--- src/rtl/axi_lite_reg_pkg.sv ---
// Shared types for the AXI-Lite register bridge: state/priority enums, response
// codes, and the connector's request/response structs (fixed at 64-bit address/data).
package axi_lite_reg_pkg;

  localparam int AXI_ADDR_W = 64;
  localparam int AXI_DATA_W = 64;
  localparam int AXI_STRB_W = AXI_DATA_W / 8;

  typedef struct packed {
    logic                  aw_valid;
    logic [AXI_ADDR_W-1:0] aw_addr;
    logic                  w_valid;
    logic [AXI_DATA_W-1:0] w_data;
    logic [AXI_STRB_W-1:0] w_strb;
    logic                  b_ready;
    logic                  ar_valid;
    logic [AXI_ADDR_W-1:0] ar_addr;
    logic                  r_ready;
  } axi_lite_req_t;

  typedef struct packed {
    logic                  aw_ready;
    logic                  w_ready;
    logic                  b_valid;
    logic [1:0]            b_resp;
    logic                  ar_ready;
    logic                  r_valid;
    logic [AXI_DATA_W-1:0] r_data;
    logic [1:0]            r_resp;
  } axi_lite_rsp_t;

  typedef enum logic [2:0] {IDLE, REG_WR, REG_RD, SEND_B, SEND_R} state_e;
  typedef enum logic {PRIO_READ, PRIO_WRITE} prio_e;

  localparam logic [1:0] RESP_OKAY   = 2'b00;
  localparam logic [1:0] RESP_SLVERR = 2'b10;
  localparam logic [1:0] RESP_DECERR = 2'b11;

endpackage

--- src/rtl/axi_lite_reg_timeout.sv ---
// Register-access watchdog: counts cycles spent waiting on the register file and
// flags expiry on the TIMEOUT_CYCLES-th waiting cycle.
module axi_lite_reg_timeout #(
  parameter int TIMEOUT_CYCLES = 256
) (
  input  logic clk_i,
  input  logic rst_i,
  input  logic i_active,
  output logic o_expired
);

  localparam int CW = $clog2(TIMEOUT_CYCLES + 1);

  logic [CW-1:0] r_cnt;

  // Cleared whenever the bridge is not waiting, so every access starts from zero.
  always_ff @(posedge clk_i) begin
    if (rst_i || !i_active) r_cnt <= '0;
    else if (!o_expired)    r_cnt <= r_cnt + CW'(1);
  end

  assign o_expired = i_active && (r_cnt == CW'(TIMEOUT_CYCLES - 1));

endmodule

--- src/rtl/axi_lite_reg_bridge.sv ---
// AXI-Lite to single-beat register port bridge with window decode and read/write
// round-robin. Optional watchdog enabled by defining AXI_LITE_REG_TIMEOUT_EN.
module axi_lite_reg_bridge
  import axi_lite_reg_pkg::*;
#(
  parameter int                    DATA_WIDTH     = 64,
  parameter int                    ADDR_WIDTH     = 64,
  parameter int                    STRB_WIDTH     = DATA_WIDTH / 8,
  parameter logic [ADDR_WIDTH-1:0] BASE_ADDR      = '0,
  parameter int                    WIN_SIZE       = 4096,
  parameter int                    TIMEOUT_CYCLES = 256
) (
  input  logic                  clk_i,
  input  logic                  rst_i,
  input  axi_lite_req_t         axi_lite_req_i,
  output axi_lite_rsp_t         axi_lite_rsp_o,
  output logic                  reg_valid_o,
  output logic                  reg_write_o,
  output logic [ADDR_WIDTH-1:0] reg_addr_o,
  output logic [DATA_WIDTH-1:0] reg_wdata_o,
  output logic [STRB_WIDTH-1:0] reg_wstrb_o,
  input  logic                  reg_ready_i,
  input  logic [DATA_WIDTH-1:0] reg_rdata_i,
  input  logic                  reg_error_i
);

  if ((DATA_WIDTH != 32 && DATA_WIDTH != 64) || TIMEOUT_CYCLES < 1 || WIN_SIZE < STRB_WIDTH) begin : g_bad_cfg
    $error("axi_lite_reg_bridge: unsupported parameter combination");
  end

  localparam logic [ADDR_WIDTH-1:0] WIN_MASK  = ADDR_WIDTH'(WIN_SIZE - 1);
  localparam logic [ADDR_WIDTH-1:0] WORD_MASK = ~ADDR_WIDTH'(STRB_WIDTH - 1);

  state_e                r_state;
  prio_e                 r_prio;
  logic [ADDR_WIDTH-1:0] r_addr;
  logic [DATA_WIDTH-1:0] r_wdata, r_rdata;
  logic [STRB_WIDTH-1:0] r_wstrb;
  logic                  r_write, r_reg_valid, r_bvalid, r_rvalid;
  logic [1:0]            r_resp;

  logic                  w_wr_cand, w_rd_cand, w_pick_wr, w_pick_rd;
  logic                  w_accept, w_hit, w_in_reg, w_expired, w_done;
  logic [ADDR_WIDTH-1:0] w_addr, w_off;

  assign w_wr_cand = axi_lite_req_i.aw_valid & axi_lite_req_i.w_valid;
  assign w_rd_cand = axi_lite_req_i.ar_valid;
  assign w_pick_wr = w_wr_cand & (~w_rd_cand | (r_prio == PRIO_WRITE));
  assign w_pick_rd = w_rd_cand & ~w_pick_wr;
  // Readies are gated by reset so nothing appears accepted while it is being discarded.
  assign w_accept  = (r_state == IDLE) & ~rst_i & (w_pick_wr | w_pick_rd);

  assign w_addr = w_pick_wr ? axi_lite_req_i.aw_addr[ADDR_WIDTH-1:0]
                            : axi_lite_req_i.ar_addr[ADDR_WIDTH-1:0];
  // BASE_ADDR is window-aligned, so a masked compare is the full range check.
  assign w_hit  = (w_addr & ~WIN_MASK) == BASE_ADDR;
  assign w_off  = (w_addr - BASE_ADDR) & WORD_MASK;

  assign w_in_reg = (r_state == REG_WR) || (r_state == REG_RD);

`ifdef AXI_LITE_REG_TIMEOUT_EN
  axi_lite_reg_timeout #(
    .TIMEOUT_CYCLES (TIMEOUT_CYCLES)
  ) u_timeout (
    .clk_i     (clk_i),
    .rst_i     (rst_i),
    .i_active  (w_in_reg),
    .o_expired (w_expired)
  );
`else
  assign w_expired = 1'b0;
`endif

  // A ready coinciding with expiry takes priority: its data and error are used.
  assign w_done = reg_ready_i | w_expired;

  always_ff @(posedge clk_i) begin
    if (rst_i) begin
      r_state     <= IDLE;
      r_prio      <= PRIO_READ;
      r_addr      <= '0;
      r_wdata     <= '0;
      r_rdata     <= '0;
      r_wstrb     <= '0;
      r_write     <= 1'b0;
      r_reg_valid <= 1'b0;
      r_bvalid    <= 1'b0;
      r_rvalid    <= 1'b0;
      r_resp      <= RESP_OKAY;
    end else begin
      case (r_state)
        IDLE: if (w_accept) begin
          r_write <= w_pick_wr;
          r_addr  <= w_off;
          r_wdata <= w_pick_wr ? axi_lite_req_i.w_data[DATA_WIDTH-1:0] : '0;
          r_wstrb <= w_pick_wr ? axi_lite_req_i.w_strb[STRB_WIDTH-1:0] : '0;
          r_rdata <= '0;
          r_prio  <= w_pick_wr ? PRIO_READ : PRIO_WRITE;
          if (w_hit) begin
            r_reg_valid <= 1'b1;
            r_state     <= w_pick_wr ? REG_WR : REG_RD;
          end else begin
            r_resp   <= RESP_DECERR;
            r_bvalid <= w_pick_wr;
            r_rvalid <= ~w_pick_wr;
            r_state  <= w_pick_wr ? SEND_B : SEND_R;
          end
        end
        REG_WR, REG_RD: if (w_done) begin
          r_reg_valid <= 1'b0;
          r_resp      <= (reg_ready_i && !reg_error_i) ? RESP_OKAY : RESP_SLVERR;
          if (r_state == REG_RD && reg_ready_i) r_rdata <= reg_rdata_i;
          r_bvalid    <= (r_state == REG_WR);
          r_rvalid    <= (r_state == REG_RD);
          r_state     <= (r_state == REG_WR) ? SEND_B : SEND_R;
        end
        SEND_B: if (axi_lite_req_i.b_ready) begin
          r_bvalid <= 1'b0;
          r_state  <= IDLE;
        end
        SEND_R: if (axi_lite_req_i.r_ready) begin
          r_rvalid <= 1'b0;
          r_state  <= IDLE;
        end
        default: r_state <= IDLE;
      endcase
    end
  end

  always_comb begin
    axi_lite_rsp_o          = '0;
    axi_lite_rsp_o.aw_ready = w_accept & w_pick_wr;
    axi_lite_rsp_o.w_ready  = w_accept & w_pick_wr;
    axi_lite_rsp_o.ar_ready = w_accept & w_pick_rd;
    axi_lite_rsp_o.b_valid  = r_bvalid;
    axi_lite_rsp_o.b_resp   = r_resp;
    axi_lite_rsp_o.r_valid  = r_rvalid;
    axi_lite_rsp_o.r_resp   = r_resp;
    axi_lite_rsp_o.r_data   = AXI_DATA_W'(r_rdata);
  end

  assign reg_valid_o = r_reg_valid;
  assign reg_write_o = r_write;
  assign reg_addr_o  = r_addr;
  assign reg_wdata_o = r_wdata;
  assign reg_wstrb_o = r_wstrb;

endmodule
--- config.mk ---
export PLATFORM = sky130hd
export DESIGN_NAME = axi_lite_reg_bridge
export DESIGN_NICKNAME = d
export VERILOG_FILES = /design/src/rtl/axi_lite_reg_pkg.sv /design/src/rtl/axi_lite_reg_timeout.sv /design/src/rtl/axi_lite_reg_bridge.sv
export SDC_FILE = /design/constraint.sdc
export NUM_CORES = 1
export LEC_CHECK = 0
export ABC_AREA = 1
export CORE_AREA = 3 3 185 187
export DETAILED_ROUTE_END_ITERATION = 6
export DIE_AREA = 0 0 188 190
export GPL_ROUTABILITY_DRIVEN = 0
export GPL_TIMING_DRIVEN = 0
export SYNTH_ARGS = -nofsm -noshare
export SYNTH_HDL_FRONTEND = slang
export SYNTH_HIERARCHICAL = 1
export SYNTH_SLANG_ARGS = --single-unit
--- constraint.sdc ---
create_clock -name clk_i -period 6.5 [get_ports clk_i]
set_input_delay 1.625 -clock clk_i [delete_from_list [all_inputs] [get_ports clk_i]]
set_output_delay 1.625 -clock clk_i [all_outputs]
set_load 0.005 [all_outputs]
# After elaboration in Yosys (flattened, before gate mapping)
# Index checks and enable logic that the tools add are counted.
[classes]
n_addsub = 0
mul = 0
n_div = 0
order_cmp = 0
n_eq_ne = 11
shift = 0
n_mux = 36
n_bitwise = 12
n_reduce_logical = 16
[ops]
columns = ["cell", "n"]
rows = [
  ["64-bit 2-to-1 mux", 5],
  ["64-bit case mux with 2 select lines", 1],
  ["64-bit logical NOT", 1],
  ["3-bit 2-to-1 mux", 7],
  ["4-bit AND reduction", 4],
  ["2-bit != test, second input constant", 7],
  ["1-bit 2-to-1 mux", 12],
  ["3-bit case mux with 4 select lines", 1],
  ["2-bit 2-to-1 mux", 5],
  ["5-bit AND reduction", 2],
  ["8-bit 2-to-1 mux", 1],
  ["1-bit bitwise AND", 7],
  ["3-bit by 2-bit equality test with 1-bit output, second input constant", 2],
  ["1-bit case mux with 3 select lines", 2],
  ["3-bit nonzero test", 2],
  ["2-bit case mux with 2 select lines", 1],
  ["3-bit by 1-bit equality test with 1-bit output, second input constant", 1],
  ["3-bit equality test, second input constant", 1],
  ["3-bit logical NOT", 1],
  ["1-bit inverter", 3],
  ["1-bit logical AND", 2],
  ["1-bit OR", 2],
  ["1-bit case mux with 2 select lines", 1],
  ["2-bit AND reduction", 1],
  ["3 further kinds", 3],
]
[word_totals]
ff_bits = 207
latch_bits = 0
ramBits = 0
romBits = 0
inputBits = 273
output_inout_bits = 211
word_cells = 86
mem_count = 0

# Logic depth before layout (Yosys ltp)
# Gate-level depths: netlist of run 1.
[depth]
word_depth = 9
depth_mapped = 16
mapped_depth_nobuf = 15

# Worst setup path after synthesis of run 1
# No wires, ideal clock.
[synth_path]
kind = "input-to-output"
startpoint = "in axi_lite_req_i[204] (netlist name)"
endpoint = "out axi_lite_rsp_o[72] (netlist name)"
arrival_ns = 2.815
required_time_ns = 4.875
setup_slack_ns = 2.060
path_stages = 8
n_path_buf = 2
path_cell_list = "nand2_1 > inv_1 > nand2_1 > buf_2 > nor2_1 > inv_1 > nor2_1 > buf_4"
[synth_rtl]
columns = ["item", "line", "rtl"]
rows = [
  ["start: declaration", "axi_lite_reg_bridge.sv:15", "input axi_lite_req_t axi_lite_req_i,"],
  ["end: declaration", "axi_lite_reg_bridge.sv:16", "output axi_lite_rsp_t axi_lite_rsp_o,"],
]

==> results of run 1 <==
## metal layers
| layer | GRT usage [%] | routed length, um | vias to the layer above | part of all wire (%) |
|---|---|---|---|---|
| met1 | 25.1 | 16000 | 4601 | 42 |
| met2 | 34.6 | 18500 | 388 | 49 |
| li1 | - | - | 4697 | - |
| met5 | 0 | 10 | - | 0.026 |
| met3 | 4.70 | 2630 | 60 | 6.9 |
| met4 | 5.51 | 1040 | 2 | 2.7 |
## cell families (layout without fill, tap and decap cells)
logic type / Yosys count / in the layout
AOI/OAI and AO/OA: 285 / 285
adders and majority gates: 1 / 1
buffers and inverters: 132 / 651
DFF: 207 / 207
other: 1 / 4
and+or+nand+nor: 444 / 444
## timing repair
action / in CTS / in global routing
endpoints found under the setup margin: 1 / 0
endpoints found under the hold margin: 0 / 0
gates resized for setup: 1 / 0
## state kept, by name (all words and copies together), names as in the netlist
signal and cells:
r_bvalid 1, r_prio 1, reg_valid_o 1, r_rdata 64, reg_wstrb_o 8, r_rvalid 1
r_state 3, reg_wdata_o 64, r_resp 2, reg_write_o 1, reg_addr_o 61
## critical path: cells and delay by family
| family | cells | cell delay, ns |
|---|---|---|
| and+or+nand+nor | 4 | 1.14 |
| buffers and inverters | 6 | 1.69 |
## report_power, final
part	switching, mW	internal [mW]
registers	0.155	1.55
logic	1.07	0.948
clock network	0.573	0.838
## worst max-delay path by stage
| stage | cells after the start | to | start | slack, ns |
|---|---|---|---|---|
| final | 10 | axi_lite_rsp_o[72] | axi_lite_req_i[204] | 0.40 |
| after global routing | 10 | axi_lite_rsp_o[72] | axi_lite_req_i[204] | 0.13 |
| after CTS | 10 | axi_lite_rsp_o[72] | axi_lite_req_i[204] | 0.30 |
| after detailed placement | 10 | axi_lite_rsp_o[72] | axi_lite_req_i[204] | -0.03 |
| after global placement | 10 | axi_lite_rsp_o[72] | axi_lite_req_i[139] | 0.003 |
| after floorplan | 8 | axi_lite_rsp_o[72] | axi_lite_req_i[204] | 2.06 |
## cell usage after synthesis (all sizes together)
library cell,instances
dfxtp,207
nand3,29
nor4,1
nand3b,6
nand4,64
a211oi,1
ha,1
nor2,115
a21oi,96
or2,1
clkbuf,56
nand2,226
o22ai,3
buf,42
clkinv,1
inv,33
a32oi,1
a22oi,72
a31oi,38
a21boi,1
o21ai,73
nor3,2
conb,1
## area by class of cell
cell class / count / share of cell area, %
Timing Repair Buffer: 473 / 32.7
Tap cell: 442 / 3.82
Clock inverter: 8 / 0.493
Sequential cell: 207 / 28.6
Antenna cell: 1 / 0.0173
Multi-Input combinational cell: 733 / 25.1
Inverter: 34 / 0.890
Clock buffer: 38 / 5.21
Buffer: 98 / 3.15
## through the flow
step                cell area (um^2)  util [%]  cells
finish                         14500      44.4   2034
global route                   14500      44.4   2033
CTS                            14500      44.4   2033
detailed placement             13600      41.8   1987
global placement               13600      41.8   1987
floorplan                       8360         -   1072
==> out/metrics.cfg, run 1 <==
[status]
status = finished clean

[synth]
synth.distinct_cells = 33
synth_xor_area_share_pct = 0
synth_area_um2 = 8350
yosys-top-cells-area = dfxtp_1, nand2_1, a22oi_1
yosys.area.top_type = dfxtp_1
synth-compound-area-share_pct = 20.2
yosys_warnings = 6
ys_ff_latch = 207
seq_area_frac_synth_pct = 49.6
synth_cells = 1070
synth_fa_ha_area_share_pct = 0.150
synth_top_family_by_area = simple AND/OR/NAND/NOR gates
synthMuxAreaShare_pct = 0
syn_area_per_cell_um2 = 7.81
synthSimpleGateAreaFrac_pct = 23.0
yosysTopAreaCellShare_pct = 49.6

[cells_and_area]
nets = 1846
drive_gt1_share_pct = 5.41
fill_cells = 3279
syn_to_final_growth_pct = 73.3
layout_commonest_cell = clkdlybuf4s50_1
ff_latch_area_um2 = 4140
final_cell_mix = clkdlybuf4s50_1, nand2_1, dfxtp_1
multi_input_area_um2 = 3630

[global_route]
gr-total-overflow = 0
antenna_found_initial = 1
grt_max_degree = 13
globalRouteTotalUtil_pct = 20.1
grt_pass1_wl_um = 57000
first_global_vias = 9467

[floorplanning]
fp-row-count = 66
die_w_um = 188
dieArea_um2 = 35700
io_pins = 484
dieHeight_um = 190
core_area_um2 = 32600
initial_utilization_pct = 25.6

[detailed_routing]
drc = 0
routed_wl_um = 38200
viasPerCell = 4.79
antenna_left = 0
wl_per_cell_um = 18.8
drt_iter0_drc = 636
via_count = 9748
drt_first_pass_iters = 6

[pwr]
powerDensity_nw_per_um2 = 354
p_leak_nw = 5.36
finalPower_mw = 5.13
ir_drop_v = 0.000162

[worst_setup_path]
worstSetupStartpointType = primary input
crit_required_ns = 4.88
worst-setup-path-type = primary input to output pin
ff2ff_path_depth = 15
critPathCaptureType = output pin
slowest_delay_ns = 0.54
worstPathCellList = clkdlybuf4s50_1, nand2_1, inv_1, nand2_1, buf_2, nor2_1, inv_1, nor2_2, buf_4, clkdlybuf4s50_1
r2r_slack_ns = 3.84
r2r_end = r_state[1]
crit_slowest_cell = nor2_2
worstPathMaxFanout = 10
rr_startpoint = r_prio
cp.arrival_ns = 4.47

[sta]
setup_viol = 0
finalMaxSlewViolations = 0
relSlewSlack_pct = 29.0
fin_worst_skew_ns = 0.0155
fin_setup_tns_ns = 0
finalHoldViolations = 0
fin_crit_sh_pct = 93.8
rsz0062_at_grt = no
setup_ws_ns = 0.405
worst_slew_pin_slew_ns = 1.06
holdWs_ns = 0.462
period_minus_slack_ns = 6.10
fmax_ghz = 0.164

[hold_path]
holdPathStages = 2
holdCritStartpoint = r_rdata[7]
holdPathEnd = r_rdata[7]
hold_path_class = register to register

[clock_network]
clk_pin_slew_worst_paths_ns = 0.06
clock-root-buffer = clkbuf_16
cts_tree = done
cts_made_buffers = 25
htreeDepth = 1
ctsHoldBuffers = 0
clock-sinks = 207
clk-insertion-delay-late_ns = 0.53
clock_path_buffers = 3
cts_setup_buffers = 0

[place]
portBuffers = 473
place_ws_ns = -0.0263
dpl.hpwl_um = 29300

[run]
maxCapViolCount = 0

(Power assumes the default switching activity.)
==> run 2: changes to the inputs <==
--- a/config.mk
+++ b/config.mk
@@ -6,6 +6,7 @@
 export NUM_CORES = 1
 export LEC_CHECK = 0
 export ABC_AREA = 1
+export CAP_MARGIN = 20
 export CORE_AREA = 3 3 185 187
 export DETAILED_ROUTE_END_ITERATION = 6
 export DIE_AREA = 0 0 188 190
==> run 2 against run 1 <==
Flip-flop and latch count is the same. Highest routed layer unchanged. Critical path type unchanged. Global-route usage is the same. Critical endpoint unchanged. Clock power is essentially flat.
==> out/metrics.cfg, run 2 (same netlist as run 1, synthesis figures left out) <==
[worst_setup_path]
cp_num_buf_inv = 6  ; unchanged
critPathCaptureType = output pin  ; unchanged
crit_required_ns = 4.88  ; about the same
cp.arrival_ns = 4.48  ; was 4.47 ns
worstSetupStartpointType = primary input  ; unchanged
r2r_slack_ns = 3.84  ; about the same
worstPathCellList = clkdlybuf4s50_1, nand2_1, inv_1, nand2_1, buf_2, nor2_1, inv_1, nor2_2, buf_4, clkdlybuf4s50_1  ; unchanged
crit_slowest_cell = nor2_2  ; unchanged
worst-setup-path-type = primary input to output pin  ; unchanged
path_delay_family = buffers and inverters  ; unchanged
slowest_delay_ns = 0.54  ; about the same
worstPathMaxFanout = 10  ; unchanged

[global_route]
globalRouteTotalUtil_pct = 20.1  ; unchanged
grt_max_degree = 13  ; unchanged
gr-total-overflow = 0  ; unchanged
first_global_vias = 9467  ; unchanged
antenna_found_initial = 1  ; unchanged
grt_pass1_wl_um = 57000  ; unchanged

[clock_network]
clock_path_buffers = 3  ; unchanged
cts_made_buffers = 25  ; unchanged
ctsHoldBuffers = 0  ; unchanged
clk_pin_slew_worst_paths_ns = 0.06  ; about the same
clk-insertion-delay-late_ns = 0.53  ; about the same
htreeDepth = 1  ; unchanged
cts_tree = done  ; unchanged
clock-root-buffer = clkbuf_16  ; unchanged
clock-sinks = 207  ; unchanged
cts_resized = 1  ; unchanged
cts_setup_buffers = 0  ; unchanged

[sta]
fmax_ghz = 0.164  ; about the same
holdWs_ns = 0.461  ; was 0.462 ns
period_minus_slack_ns = 6.11  ; was 6.10 ns
finalHoldViolations = 0  ; unchanged
setup_viol = 0  ; unchanged
worst_slew_pin_slew_ns = 0.969  ; was 1.06 ns
finalMaxSlewViolations = 0  ; unchanged
relSlewSlack_pct = 35.2  ; was 29.0%
rsz0062_at_grt = no  ; unchanged
fin_crit_sh_pct = 94.0  ; was 93.8%
fin_worst_skew_ns = 0.0150  ; was 0.0155 ns

[cells_and_area]
drive_gt1_share_pct = 5.46  ; was 5.41%
nets = 1847  ; was 1846
ff_latch_area_um2 = 4140  ; unchanged
syn_to_final_growth_pct = 73.4  ; was 73.3%
layout_commonest_cell = clkdlybuf4s50_1  ; unchanged
fill_cells = 3276  ; was 3279
final_cell_mix = clkdlybuf4s50_1, nand2_1, dfxtp_1  ; unchanged
multi_input_area_um2 = 3630  ; unchanged
instances_no_fill = 2035  ; was 2034

[detailed_routing]
viasPerCell = 4.81  ; was 4.79
via_count = 9798  ; was 9748
routed_wl_um = 38200  ; about the same
drt_iter0_drc = 616  ; was 636
wl_met1_um = 15700  ; was 16000 um
wl_per_cell_um = 18.8  ; about the same
topRoutingLayerUsed = met5  ; unchanged
drc = 0  ; unchanged
antenna_left = 0  ; unchanged
wl_met2_um = 18500  ; about the same
drt_first_pass_iters = 5  ; was 6
met3WireLength_um = 2840  ; was 2630 um

[floorplanning]
core_area_um2 = 32600  ; unchanged
io_pins = 484  ; unchanged
fp-row-count = 66  ; unchanged
dieHeight_um = 190  ; unchanged
initial_utilization_pct = 25.6  ; unchanged
die_w_um = 188  ; unchanged
dieArea_um2 = 35700  ; unchanged

[hold_path]
hold_path_class = register to register  ; unchanged

[place]
placed_cells = 1987  ; unchanged
dpl.hpwl_um = 29300  ; unchanged
portBuffers = 473  ; unchanged

[run]
maxCapViolCount = 0  ; unchanged

[pwr]
ir_drop_v = 0.000162  ; about the same
p_leak_nw = 5.37  ; was 5.36 nW
powerDensity_nw_per_um2 = 354  ; about the same

[status]
status = finished clean  ; unchanged

## run 2: cell type report
| type | count | area share (%) |
|---|---|---|
| timing repair buffer | 474 | 32.7 |
| clock inverter | 8 | 0.492 |
| tap | 442 | 3.82 |
| sequential | 207 | 28.6 |
| clock buffer | 38 | 5.21 |
| antenna | 1 | 0.0173 |
| buffer | 98 | 3.15 |
| multi-input combinational | 733 | 25.1 |
| inverter | 34 | 0.890 |
## run 2: metrics by stage
stage | TNS (ns) | util [%] | setup slack, ns | cell area [um^2] | total power [mW]
after floorplan | 0 | - | 2.06 | 8360 | 2.63
after global placement | 0 | 41.8 | 0.00346 | 13600 | 3.73
after detailed placement | -0.0263 | 41.8 | -0.0263 | 13600 | 3.74
after CTS | 0 | 44.4 | 0.295 | 14500 | 5.18
after global routing | 0 | 44.4 | 0.132 | 14500 | 5.43
final | 0 | 44.4 | 0.390 | 14500 | 5.13
## run 2: final timing paths
check,from,endpoint,cells after the start
min,r_rdata[7],r_rdata[7],2
max reg2reg,r_prio,r_state[1],15
min reg2reg,r_rdata[7],r_rdata[7],2
max,axi_lite_req_i[204],axi_lite_rsp_o[72],10
## run 2: worst reg2reg max path, cell delays in order, from the launching register on
cell and delay (ns):
dfxtp_1 0.31, inv_1 0.06, nand2_1 0.09, nand2_1 0.22, clkbuf_1 0.33, nand2_1 0.16
nand2_1 0.06, nor2_1 0.14, nand2_1 0.07, nor2_1 0.15, nand2_1 0.11, nor2_1 0.23
nand2_1 0.12, ha_1 0.28, a21boi_0 0.15, a21oi_1 0.08
## run 2: where the power goes
group          internal [mW]  total, mW  switching (mW)
Clock                  0.838       1.41           0.576
Sequential              1.55       1.70           0.155
Combinational          0.949       2.02            1.07
Total                   3.34       5.13            1.80
## run 2: metal layers
metal	GRT usage [%]	vias up
met4	5.51	2
met5	0	-
met3	4.70	62
met2	34.6	415
met1	25.1	4615
li1	-	4704
==> run 3: changes to the inputs <==
--- a/config.mk
+++ b/config.mk
@@ -7,11 +7,14 @@
 export LEC_CHECK = 0
 export ABC_AREA = 1
 export CAP_MARGIN = 20
-export CORE_AREA = 3 3 185 187
+export CELL_PAD_IN_SITES_DETAIL_PLACEMENT = 0
+export CELL_PAD_IN_SITES_GLOBAL_PLACEMENT = 2
+export CORE_MARGIN = 3
+export CORE_UTILIZATION = 21
 export DETAILED_ROUTE_END_ITERATION = 6
-export DIE_AREA = 0 0 188 190
 export GPL_ROUTABILITY_DRIVEN = 0
 export GPL_TIMING_DRIVEN = 0
+export PLACE_DENSITY_LB_ADDON = 0.1
 export SYNTH_ARGS = -nofsm -noshare
 export SYNTH_HDL_FRONTEND = slang
 export SYNTH_HIERARCHICAL = 1
==> run 3 against run 2 <==
Count of clock-buffer cells in the layout up 5. Clock power up 6%. Utilization down 6.9 points. Sequential share of layout area down 0.31 points. Maximum frequency down 1.5%. Clock skew down 0.0046 ns. Via count down 4.3%. Largest cell class unchanged. First-iteration DRC count down 37%.
==> out/metrics.cfg, run 3 (same netlist as run 1, synthesis figures left out) <==
[worst_setup_path]
cp.arrival_ns = 4.58  ; was 4.48 ns
rr_startpoint = r_prio  ; unchanged
worst-setup-path-type = primary input to output pin  ; unchanged
r2r_slack_ns = 3.75  ; was 3.84 ns
worstPathMaxFanout = 10  ; unchanged
ff2ff_path_depth = 15  ; unchanged
crit_required_ns = 4.88  ; about the same
r2r_end = r_state[2]  ; was r_state[1]
critPathCaptureType = output pin  ; unchanged
worstSetupStartpointType = primary input  ; unchanged

[detailed_routing]
wl_per_cell_um = 19.2  ; was 18.8 um
via_count = 9381  ; was 9798
drt_iter0_drc = 389  ; was 616
drt_first_pass_iters = 5  ; unchanged
drc = 0  ; unchanged
antenna_left = 0  ; unchanged
viasPerCell = 4.44  ; was 4.81
routed_wl_um = 40600  ; was 38200 um

[sta]
setup_ws_ns = 0.300  ; was 0.390 ns
relSlewSlack_pct = 35.6  ; was 35.2%
fmax_ghz = 0.161  ; was 0.164 GHz
holdWs_ns = 0.460  ; was 0.461 ns
fin_setup_tns_ns = 0  ; unchanged
rsz0062_at_grt = no  ; unchanged
worst_slew_pin_slew_ns = 0.966  ; was 0.969 ns
fin_crit_sh_pct = 95.4  ; was 94.0%
finalHoldViolations = 0  ; unchanged
finalMaxSlewViolations = 0  ; unchanged
period_minus_slack_ns = 6.20  ; was 6.11 ns
fin_worst_skew_ns = 0.0103  ; was 0.0150 ns
setup_viol = 0  ; unchanged

[clock_network]
cts_setup_buffers = 0  ; unchanged
ctsHoldBuffers = 0  ; unchanged
clk_pin_slew_worst_paths_ns = 0.05  ; was 0.06 ns
htreeDepth = 1  ; unchanged
cts_resized = 0  ; was 1
cts_made_buffers = 27  ; was 25
clock_path_buffers = 3  ; unchanged
clock-root-buffer = clkbuf_16  ; unchanged
clock-sinks = 207  ; unchanged
cts_tree = done  ; unchanged
clk-insertion-delay-late_ns = 0.53  ; about the same

[pwr]
ir_drop_v = 0.000163  ; was 0.000162 V
netSwitchingFraction_pct = 34.2  ; was 35.0%
switchingPower_mw = 1.79  ; was 1.80 mW
seqPwrFrac_pct = 32.6  ; was 33.2%
powerDensity_nw_per_um2 = 356  ; was 354 nW/um^2
p_leak_nw = 5.38  ; was 5.37 nW
combPwrFrac_pct = 38.6  ; was 39.3%
internal_power_mw = 3.43  ; was 3.34 mW
p_clk_share_pct = 28.8  ; was 27.5%

[hold_path]
holdCritStartpoint = r_rdata[30]  ; was r_rdata[7]
holdPathStages = 2  ; unchanged
hold_path_class = register to register  ; unchanged
holdPathEnd = r_rdata[30]  ; was r_rdata[7]

[global_route]
globalRouteTotalUtil_pct = 18.1  ; was 20.1%
grt_pass1_wl_um = 58800  ; was 57000 um
globalRouteMet3Util_pct = 6.19  ; was 4.70%
gr-total-overflow = 0  ; unchanged
antenna_found_initial = 10  ; was 1
met2_usage_pct = 30.4  ; was 34.6%
grt-busiest-layer = met2  ; unchanged
first_global_vias = 9434  ; was 9467
met1_usage_pct = 22.4  ; was 25.1%
grt_max_degree = 13  ; unchanged

[cells_and_area]
syn_to_final_growth_pct = 75.3  ; was 73.4%
final_cell_mix = clkdlybuf4s50_1, nand2_1, dfxtp_1  ; unchanged
multi_input_area_um2 = 3630  ; about the same
nets = 1848  ; was 1847
layout_commonest_cell = clkdlybuf4s50_1  ; unchanged
ff_latch_area_um2 = 4140  ; unchanged
fill_cells = 4116  ; was 3276
final_util_pct = 37.5  ; was 44.4%
drive_gt1_share_pct = 5.16  ; was 5.46%

[floorplanning]
core_area_um2 = 39000  ; was 32600 um^2
fp-row-count = 72  ; was 66
initial_utilization_pct = 21.4  ; was 25.6%
dieHeight_um = 205  ; was 190 um
io_pins = 484  ; unchanged
dieArea_um2 = 42200  ; was 35700 um^2
die_w_um = 205  ; was 188 um

[run]
maxCapViolCount = 0  ; unchanged

[status]
status = finished clean  ; unchanged

[place]
portBuffers = 473  ; unchanged
place_ws_ns = 0.245  ; was -0.0263 ns
dpl.hpwl_um = 31400  ; was 29300 um

==> run 3: cell types whose count changed in the layout (fill, tap and decap cells not counted), sizes merged <==
cell	before	now
bufinv	1	2
buf	43	42
clkinv	6	1
inv	34	33
diode	1	6
clkbuf	94	99
clkinvlp	1	0
==> run 3: layer usage <==
metal  wire (um)  vias up  part of all wire, %
met4         910        8                  2.2
li1            -     4719                    -
met2       19200      294                   47
met5          50        -                 0.12
met3        3390       50                  8.3
met1       17000     4310                   42
==> run 3: area by class of cell <==
type	count	share of cell area, %
repair buffers	473	32.3
flip-flops and latches	207	28.3
multi-input cells	733	24.8
clock buffers	43	5.64
well taps	518	4.43
plain buffers	98	3.12
inverters	34	0.880
clock inverters	2	0.410
diodes	6	0.103
==> run 3: worst max-delay path, stage by stage <==
cell	delay [ns]
clkdlybuf4s50_1	0.45
nand2_1	0.10
inv_1	0.12
nand2_1	0.23
buf_2	0.30
nor2_1	0.23
inv_1	0.09
nor2_1	0.69
buf_4	0.23
clkdlybuf4s50_1	0.50
==> run 3: metrics by stage <==
step	power (mW)	std cells	instance area (um^2)
final	5.22	2114	14600
after global routing	5.57	2112	14600
after detailed placement	3.78	2063	13700
after CTS	5.33	2108	14600
after floorplan	2.63	1072	8360
after global placement	3.79	2063	13700
==> run 3: power groups by stage <==
stage	sequential (mW)	clock [mW]	combinational (mW)
after CTS	1.70	1.56	2.07
after global routing	1.74	1.61	2.22
after floorplan	1.73	0	0.899
final	1.70	1.50	2.02
after global placement	1.72	0	2.07
after detailed placement	1.72	0	2.06
==> run 3: worst max-delay path by stage <==
stage / slack [ns] / to / cells after the start / from
5_1_grt: 0.04 / axi_lite_rsp_o[72] / 10 / axi_lite_req_i[204]
2_1_floorplan: 2.06 / axi_lite_rsp_o[72] / 8 / axi_lite_req_i[204]
4_1_cts: 0.23 / axi_lite_rsp_o[72] / 10 / axi_lite_req_i[204]
6_report: 0.30 / axi_lite_rsp_o[72] / 10 / axi_lite_req_i[204]
3_3_place_gp: 0.25 / axi_lite_rsp_o[72] / 10 / axi_lite_req_i[204]
3_5_place_dp: 0.25 / axi_lite_rsp_o[72] / 10 / axi_lite_req_i[204]
